==> src/rtl/tbird_seq_gen.sv <==
// rtl/tbird_seq_gen.sv - parametrised T-Bird tail-light sequencer with hazard, brake and mode letter
// Switches are synchronised, decoded to a mode, and drive a stepped lamp phase; all outputs registered.
module tbird_seq_gen #(
    parameter int LAMPS       = 3,
    parameter int STEP_CYCLES = 12_500_000
) (
    input  logic               clk,
    input  logic               rst_n,
    input  logic               sw0,
    input  logic               sw1,
    input  logic               sw_haz,
    input  logic               sw_brake,
    output logic [2*LAMPS-1:0] leds,
    output logic [6:0]         seg,
    output logic [2:0]         mode,
    output logic               step
);

    localparam int TICK_W  = $clog2(STEP_CYCLES);
    localparam int PHASE_W = $clog2(LAMPS + 1);

    localparam logic [TICK_W-1:0]  TICK_LAST  = TICK_W'(STEP_CYCLES - 1);
    localparam logic [PHASE_W-1:0] PHASE_LAST = PHASE_W'(LAMPS);

    localparam logic [2:0] MODE_IDLE   = 3'd0;
    localparam logic [2:0] MODE_RIGHT  = 3'd1;
    localparam logic [2:0] MODE_LEFT   = 3'd2;
    localparam logic [2:0] MODE_HAZARD = 3'd3;
    localparam logic [2:0] MODE_ERROR  = 3'd4;

    localparam logic [6:0] SEG_BLANK = 7'b1111111;
    localparam logic [6:0] SEG_R     = 7'b0101111;
    localparam logic [6:0] SEG_L     = 7'b1000111;
    localparam logic [6:0] SEG_H     = 7'b0001001;
    localparam logic [6:0] SEG_E     = 7'b0000110;

    // Switch bit order in both synchroniser stages: {brake, hazard, left, right}
    logic [3:0]         sync1_q, sync1_d;
    logic [3:0]         sync2_q, sync2_d;
    logic [2:0]         mode_q, mode_d;
    logic               brake_q, brake_d;
    logic [TICK_W-1:0]  tick_q, tick_d;
    logic [PHASE_W-1:0] phase_q, phase_d;
    logic               step_q, step_d;
    logic [2*LAMPS-1:0] leds_q, leds_d;
    logic [6:0]         seg_q, seg_d;

    logic               mode_change;
    logic               tick_wrap;
    logic [LAMPS-1:0]   seq_mask;
    logic [LAMPS-1:0]   right_side;
    logic [LAMPS-1:0]   left_side;

    // State register
    always_ff @(posedge clk or negedge rst_n) begin
        if (!rst_n) begin
            sync1_q <= '0;
            sync2_q <= '0;
            mode_q  <= MODE_IDLE;
            brake_q <= 1'b0;
            tick_q  <= '0;
            phase_q <= '0;
            step_q  <= 1'b0;
            leds_q  <= '0;
            seg_q   <= SEG_BLANK;
        end else begin
            sync1_q <= sync1_d;
            sync2_q <= sync2_d;
            mode_q  <= mode_d;
            brake_q <= brake_d;
            tick_q  <= tick_d;
            phase_q <= phase_d;
            step_q  <= step_d;
            leds_q  <= leds_d;
            seg_q   <= seg_d;
        end
    end

    // Next-state logic
    always_comb begin
        sync1_d = {sw_brake, sw_haz, sw1, sw0};
        sync2_d = sync1_q;
        brake_d = sync2_q[3];

        if (sync2_q[2]) begin
            mode_d = MODE_HAZARD;
        end else if (sync2_q[1] && sync2_q[0]) begin
            mode_d = MODE_ERROR;
        end else if (sync2_q[0]) begin
            mode_d = MODE_RIGHT;
        end else if (sync2_q[1]) begin
            mode_d = MODE_LEFT;
        end else begin
            mode_d = MODE_IDLE;
        end

        mode_change = (mode_d != mode_q);
        tick_wrap   = (tick_q == TICK_LAST);

        // A mode load restarts the step timing; any step due on the same edge is dropped.
        if (mode_change || tick_wrap) begin
            tick_d = '0;
        end else begin
            tick_d = tick_q + TICK_W'(1);
        end
        step_d = (tick_d == TICK_LAST);

        phase_d = phase_q;
        if (mode_change) begin
            phase_d = '0;
        end else if (tick_wrap) begin
            case (mode_q)
                MODE_RIGHT, MODE_LEFT:
                    phase_d = (phase_q == PHASE_LAST) ? '0 : phase_q + PHASE_W'(1);
                MODE_HAZARD, MODE_ERROR:
                    phase_d = (phase_q == '0) ? PHASE_W'(1) : '0;
                default:
                    phase_d = '0;
            endcase
        end
    end

    // Output logic
    always_comb begin
        for (int i = 0; i < LAMPS; i++) begin
            seq_mask[i] = (i < int'(phase_q));
        end

        right_side = '0;
        left_side  = '0;
        seg_d      = SEG_BLANK;

        case (mode_q)
            MODE_RIGHT: begin
                right_side = seq_mask;
                left_side  = brake_q ? '1 : '0;
                seg_d      = SEG_R;
            end
            MODE_LEFT: begin
                left_side  = seq_mask;
                right_side = brake_q ? '1 : '0;
                seg_d      = SEG_L;
            end
            MODE_HAZARD: begin
                right_side = phase_q[0] ? '1 : '0;
                left_side  = phase_q[0] ? '1 : '0;
                seg_d      = SEG_H;
            end
            MODE_ERROR: begin
                right_side = phase_q[0] ? '0 : '1;
                left_side  = phase_q[0] ? '1 : '0;
                seg_d      = SEG_E;
            end
            default: begin
                right_side = brake_q ? '1 : '0;
                left_side  = brake_q ? '1 : '0;
                seg_d      = SEG_BLANK;
            end
        endcase

        leds_d = {left_side, right_side};
    end

    assign leds = leds_q;
    assign seg  = seg_q;
    assign mode = mode_q;
    assign step = step_q;

endmodule

==> config.mk <==
export PLATFORM = sky130hd
export DESIGN_NAME = tbird_seq_gen
export DESIGN_NICKNAME = d
export VERILOG_FILES = /design/src/rtl/tbird_seq_gen.sv
export SDC_FILE = /design/constraint.sdc
export NUM_CORES = 1
export LEC_CHECK = 0
export ABC_AREA = 1
export CAP_MARGIN = 40
export CORE_ASPECT_RATIO = 1.2
export CORE_MARGIN = 5
export CORE_UTILIZATION = 62
export DETAILED_ROUTE_END_ITERATION = 10
export HOLD_SLACK_MARGIN = 0.02
export PLACE_DENSITY = 0.85
export SYNTH_ARGS = -nofsm -noshare
export SYNTH_HDL_FRONTEND = slang
export SYNTH_SLANG_ARGS = --single-unit
export TNS_END_PERCENT = 50
==> constraint.sdc <==
create_clock -name clk -period 4.85 [get_ports clk]
set_input_delay 0.97 -clock clk [delete_from_list [all_inputs] [get_ports clk]]
set_output_delay 0.97 -clock clk [all_outputs]
set_load 0.05 [all_outputs]
==> results <==
- The largest voltage drop on the vdd net is 0.155 mV.
- Timing would allow up to 0.383 GHz.
- After clock tree synthesis, the setup repair step added 0 buffers.
- The final net count is 369.
- At the end of routability-driven placement, the weighted congestion stood at 0.876.
- The maximum fanout along the worst path is 1.
- Setup total negative slack on the finished layout was measured at 0 ns.
- The most used flip-flop cell after synthesis is dfrtp_1.
- The total inserted antenna cells is 0.
- The first-pass iteration count of the detailed router is 4.
- The relative contribution of the clock network to total power is 30.4%.
- The startpoint identified for the worst register-to-register timing path is tick_q[0]$_DFF_PN0_.
- The post-route minimum period is 2.61 ns.
- Across every metal layer, demand over resource in global routing totals 20.3%.
- In this run the register-to-register setup slack is 2.72 ns.
- The placed wire-length estimate is 3990 microns.
- The floorplan step set the die width to 69.4 microns.
- The library cell contributing the largest single delay on the critical path is clkdlybuf4s50_1.
- The global-route wire length before repair is 9000 microns.
- The switching portion of total power is 29.0%.
- Summing the areas of all xor and xnor instances in the mapped netlist gives 1.62% of the synthesized area.
- The die is 81.3 microns tall.
- The number of hold violations in the final report was 0.
- The flow ran to the end, and the final reports show no timing, DRC or antenna violations.
- The type of the setup path with the least slack is reg -> out.
- For the pin with the worst max-slew slack, the measured transition is 0.512 ns.
- The netlist uses 28 different library cells.
- The number of gates on the worst path with buffers counted is 1.
- Summing the areas of all and, or, nand and nor instances in the mapped netlist gives 34.1% of the synthesized area.
- Cells fill 71.9% of the core in the end.
- The area share of the leading cell type in the synthesized netlist is 42.9%.
- The synthesized netlist net count is 343.
- The critical path goes through clkdlybuf4s50_1.
- The number of buffers and inverters on the critical path is 1.
- At the worst endpoint, the arrival time is 1.64 ns.
- The total setup violations reported at the end of the flow is 0.
- The clock net sink count is 51.
- The non-filler instance count after layout is 416.
- The max-slew violation count is 0.
- The number of synthesized register bits is 51.
- From synthesis to final layout, the design area changed by 14.2%.
- The number of buffers added by the clock tree synthesis step is 5.
- Dividing the detail-routed wire length by the instance count gives 12.1 microns.
- The worst reg2reg path endpoint is step$_DFF_PN0_.
- The share of total power dissipated in combinational logic is 14.6%.
- The number of top-level pins is 23.
- The cell sitting at the root of the clock tree is a clkbuf_8.
- Cells with a size suffix above 1 make up 12.2% of the layout.
- The commonest cells after synthesis are nand2_1, inv_1, nor2_1.
- Across the run, the number of max-cap violations was 0.
- The headroom to the max-slew limit is 65.8%.
- The maximum number of buffers from clock root to sink is 2.
- The timing endpoint of the critical path is seg[3].
- The worst clock skew is 0.00624 ns.
- The number of synthesized flops with an enable pin is 0.
- Internal power comes to 0.000586 W.
- The die covers 0.00564 sq mm.
- Setup repair after global routing left no endpoint under its margin.
- The cell count after synthesis came out at 333.
- The mean area per synthesized cell is 7.88 sq um.
- The number of resized instances in the post-cts repair step is 0.
- The largest delay contributor family on the critical path is buffers and inverters.
- dfrtp_1 takes more of the synthesized area than any other cell.
- The critical path starts at seg[3]$_DFF_PN1_.
- The net switching component of the power is 0.000239 W.
- The core outline area is 0.00416 sq mm.
- Of the total synthesized cell area, the portion taken by full adders, half adders and majority gates is 1.91%.
- The total via count after detailed routing is 2,114.
- The startpoint class of the critical path is a register.
- In the synthesized netlist the async set-or-reset flop fraction comes to 100%.
- In this run the power density over the cells is 275 mW/mm^2.
- The number of antenna violations at the first check in global routing is 0.
- Entering global routing, the biggest net connects 33 pins.
- Sequential cells account for 55.0% of the total power.
- The detail route stage leaves a number of antenna-violating nets equal to 0.
- For this block, the routed nets add up to 5030 microns of wire.
- The category of the worst setup path capture point is a primary output.
- Input and output buffers added on the ports amount to 22.
- The source-to-sink clock delay at the later pin of the worst-skew pair is 0.31 ns.
- Summing the sequential cell areas from Yosys gives 48.9% of the chip area.
- The clock transition at the register clock pins on the worst setup and hold paths after CTS is 0.09 ns.
- The worst min-delay path class is reg -> reg.
- The hold buffer count at CTS is 0.
- Summed over all cells, the static leakage comes to 1.44 nW.
- Row generation in the floorplan step produced 26 rows.
- The remaining design rule violation count is 0.
- The worst hold margin is 0.356 ns.
- For this configuration, the core starts out at a cell density of 63.0%.
- The yosys synthesis warning count is 0.
- In the routed layout, each cell is associated on average with a via count of 5.08.
- The via count of the first global-routing pass is 2,055.
- The part of the cycle the worst path needs is 53.9%.
- The library cell with the highest instance count after synthesis is nand2_1.
- After synthesis, the share of cell area in mux cells is 0%.
- The H-tree was split into 2 levels.
- The cell area that synthesis handed to floorplanning was 0.00262 sq mm.
- The worst register-to-register path has a depth of 10.
- Including well taps, the total number of placed cells is 408.
- The CTS tree is done.
- The critical path's largest stage delay is 0.80 ns.
- The compound-cell area share of the yosys netlist is 4.63%.
- Summed over all layers, the global routing overflow is 0.
- After synthesis, the largest family of logic cells by area is simple AND/OR/NAND/NOR gates.
- Yosys attributes the largest share of cell area to dfrtp_1, nand2_1, inv_1.
- After the first detailed-routing iteration, the DRC count stood at 169.
- The worst endpoint required time is 3.88 ns.
==> placed cells by master, fill, tap and decap left out, types with 6 or more instances in the layout <==
| master | n |
|---|---|
| nand2_1 | 76 |
| inv_1 | 52 |
| nor2_1 | 52 |
| dfrtp_1 | 45 |
| nand3_1 | 32 |
| clkdlybuf4s50_1 | 21 |
| o21ai_0 | 11 |
| nor2_2 | 10 |
| nand4_1 | 6 |
| nand2_2 | 6 |
| dfstp_2 | 6 |
==> cell families after synthesis <==
logic type | count (synthesis)
compound gates | 20
simple gates | 195
buf+inv | 59
xor+xnor | 4
flops | 51
fa+ha+maj | 4
==> worst min path at each step <==
stage                          from                    to  cells past startpoint
4_1_cts        sync1_q[3]$_DFF_PN0_  sync2_q[3]$_DFF_PN0_                      0
3_3_place_gp   sync1_q[2]$_DFF_PN0_  sync2_q[2]$_DFF_PN0_                      0
6_report       sync1_q[3]$_DFF_PN0_  sync2_q[3]$_DFF_PN0_                      0
3_5_place_dp   sync1_q[3]$_DFF_PN0_  sync2_q[3]$_DFF_PN0_                      0
2_1_floorplan  sync2_q[3]$_DFF_PN0_     brake_q$_DFF_PN0_                      0
5_1_grt        sync1_q[3]$_DFF_PN0_  sync2_q[3]$_DFF_PN0_                      0
==> power groups by stage <==
stage                     Clock (W)  Combinational (W)  Sequential, W
final                      0.000251           0.000120       0.000454
after detailed placement          0           0.000122       0.000462
after global placement            0           0.000119       0.000461
after CTS                  0.000257           0.000122       0.000454
after global routing       0.000274           0.000131       0.000456
after floorplan                   0          0.0000352       0.000504
==> per-layer routing <==
layer,track usage [%],share of wire (%),vias up
li1,-,-,1085
met1,24.1,42,981
met2,37.6,52,41
met3,2.72,3.7,7
met4,7.42,1.4,0
met5,0,0,-
==> sequential cells by signal, summed over array words and instances (netlist names) <==
signal,count
step,1
sync2_q,4
brake_q,1
phase_q,2
sync1_q,4
mode,3
tick_q,24
seg,6
leds,6
==> per-stage QoR <==
stage | power (W) | instance area (sq um) | setup WS (ns)
4_1_cts | 0.000834 | 3000 | 2.22
2_1_floorplan | 0.000539 | 2620 | 2.96
5_1_grt | 0.000861 | 3000 | 2.20
3_5_place_dp | 0.000584 | 2900 | 2.56
6_report | 0.000825 | 3000 | 2.24
3_3_place_gp | 0.000579 | 2880 | 2.58
==> cell type report <==
type,count,area [sq um]
Tap cell,56,70.1
Clock buffer,5,68.8
Multi-Input combinational cell,223,1110
Sequential cell,51,1280
Clock inverter,3,22.5
Fill cell,355,1170
Inverter,55,206
Timing Repair Buffer,23,235
No activity file was read; power rests on OpenSTA's default activity.
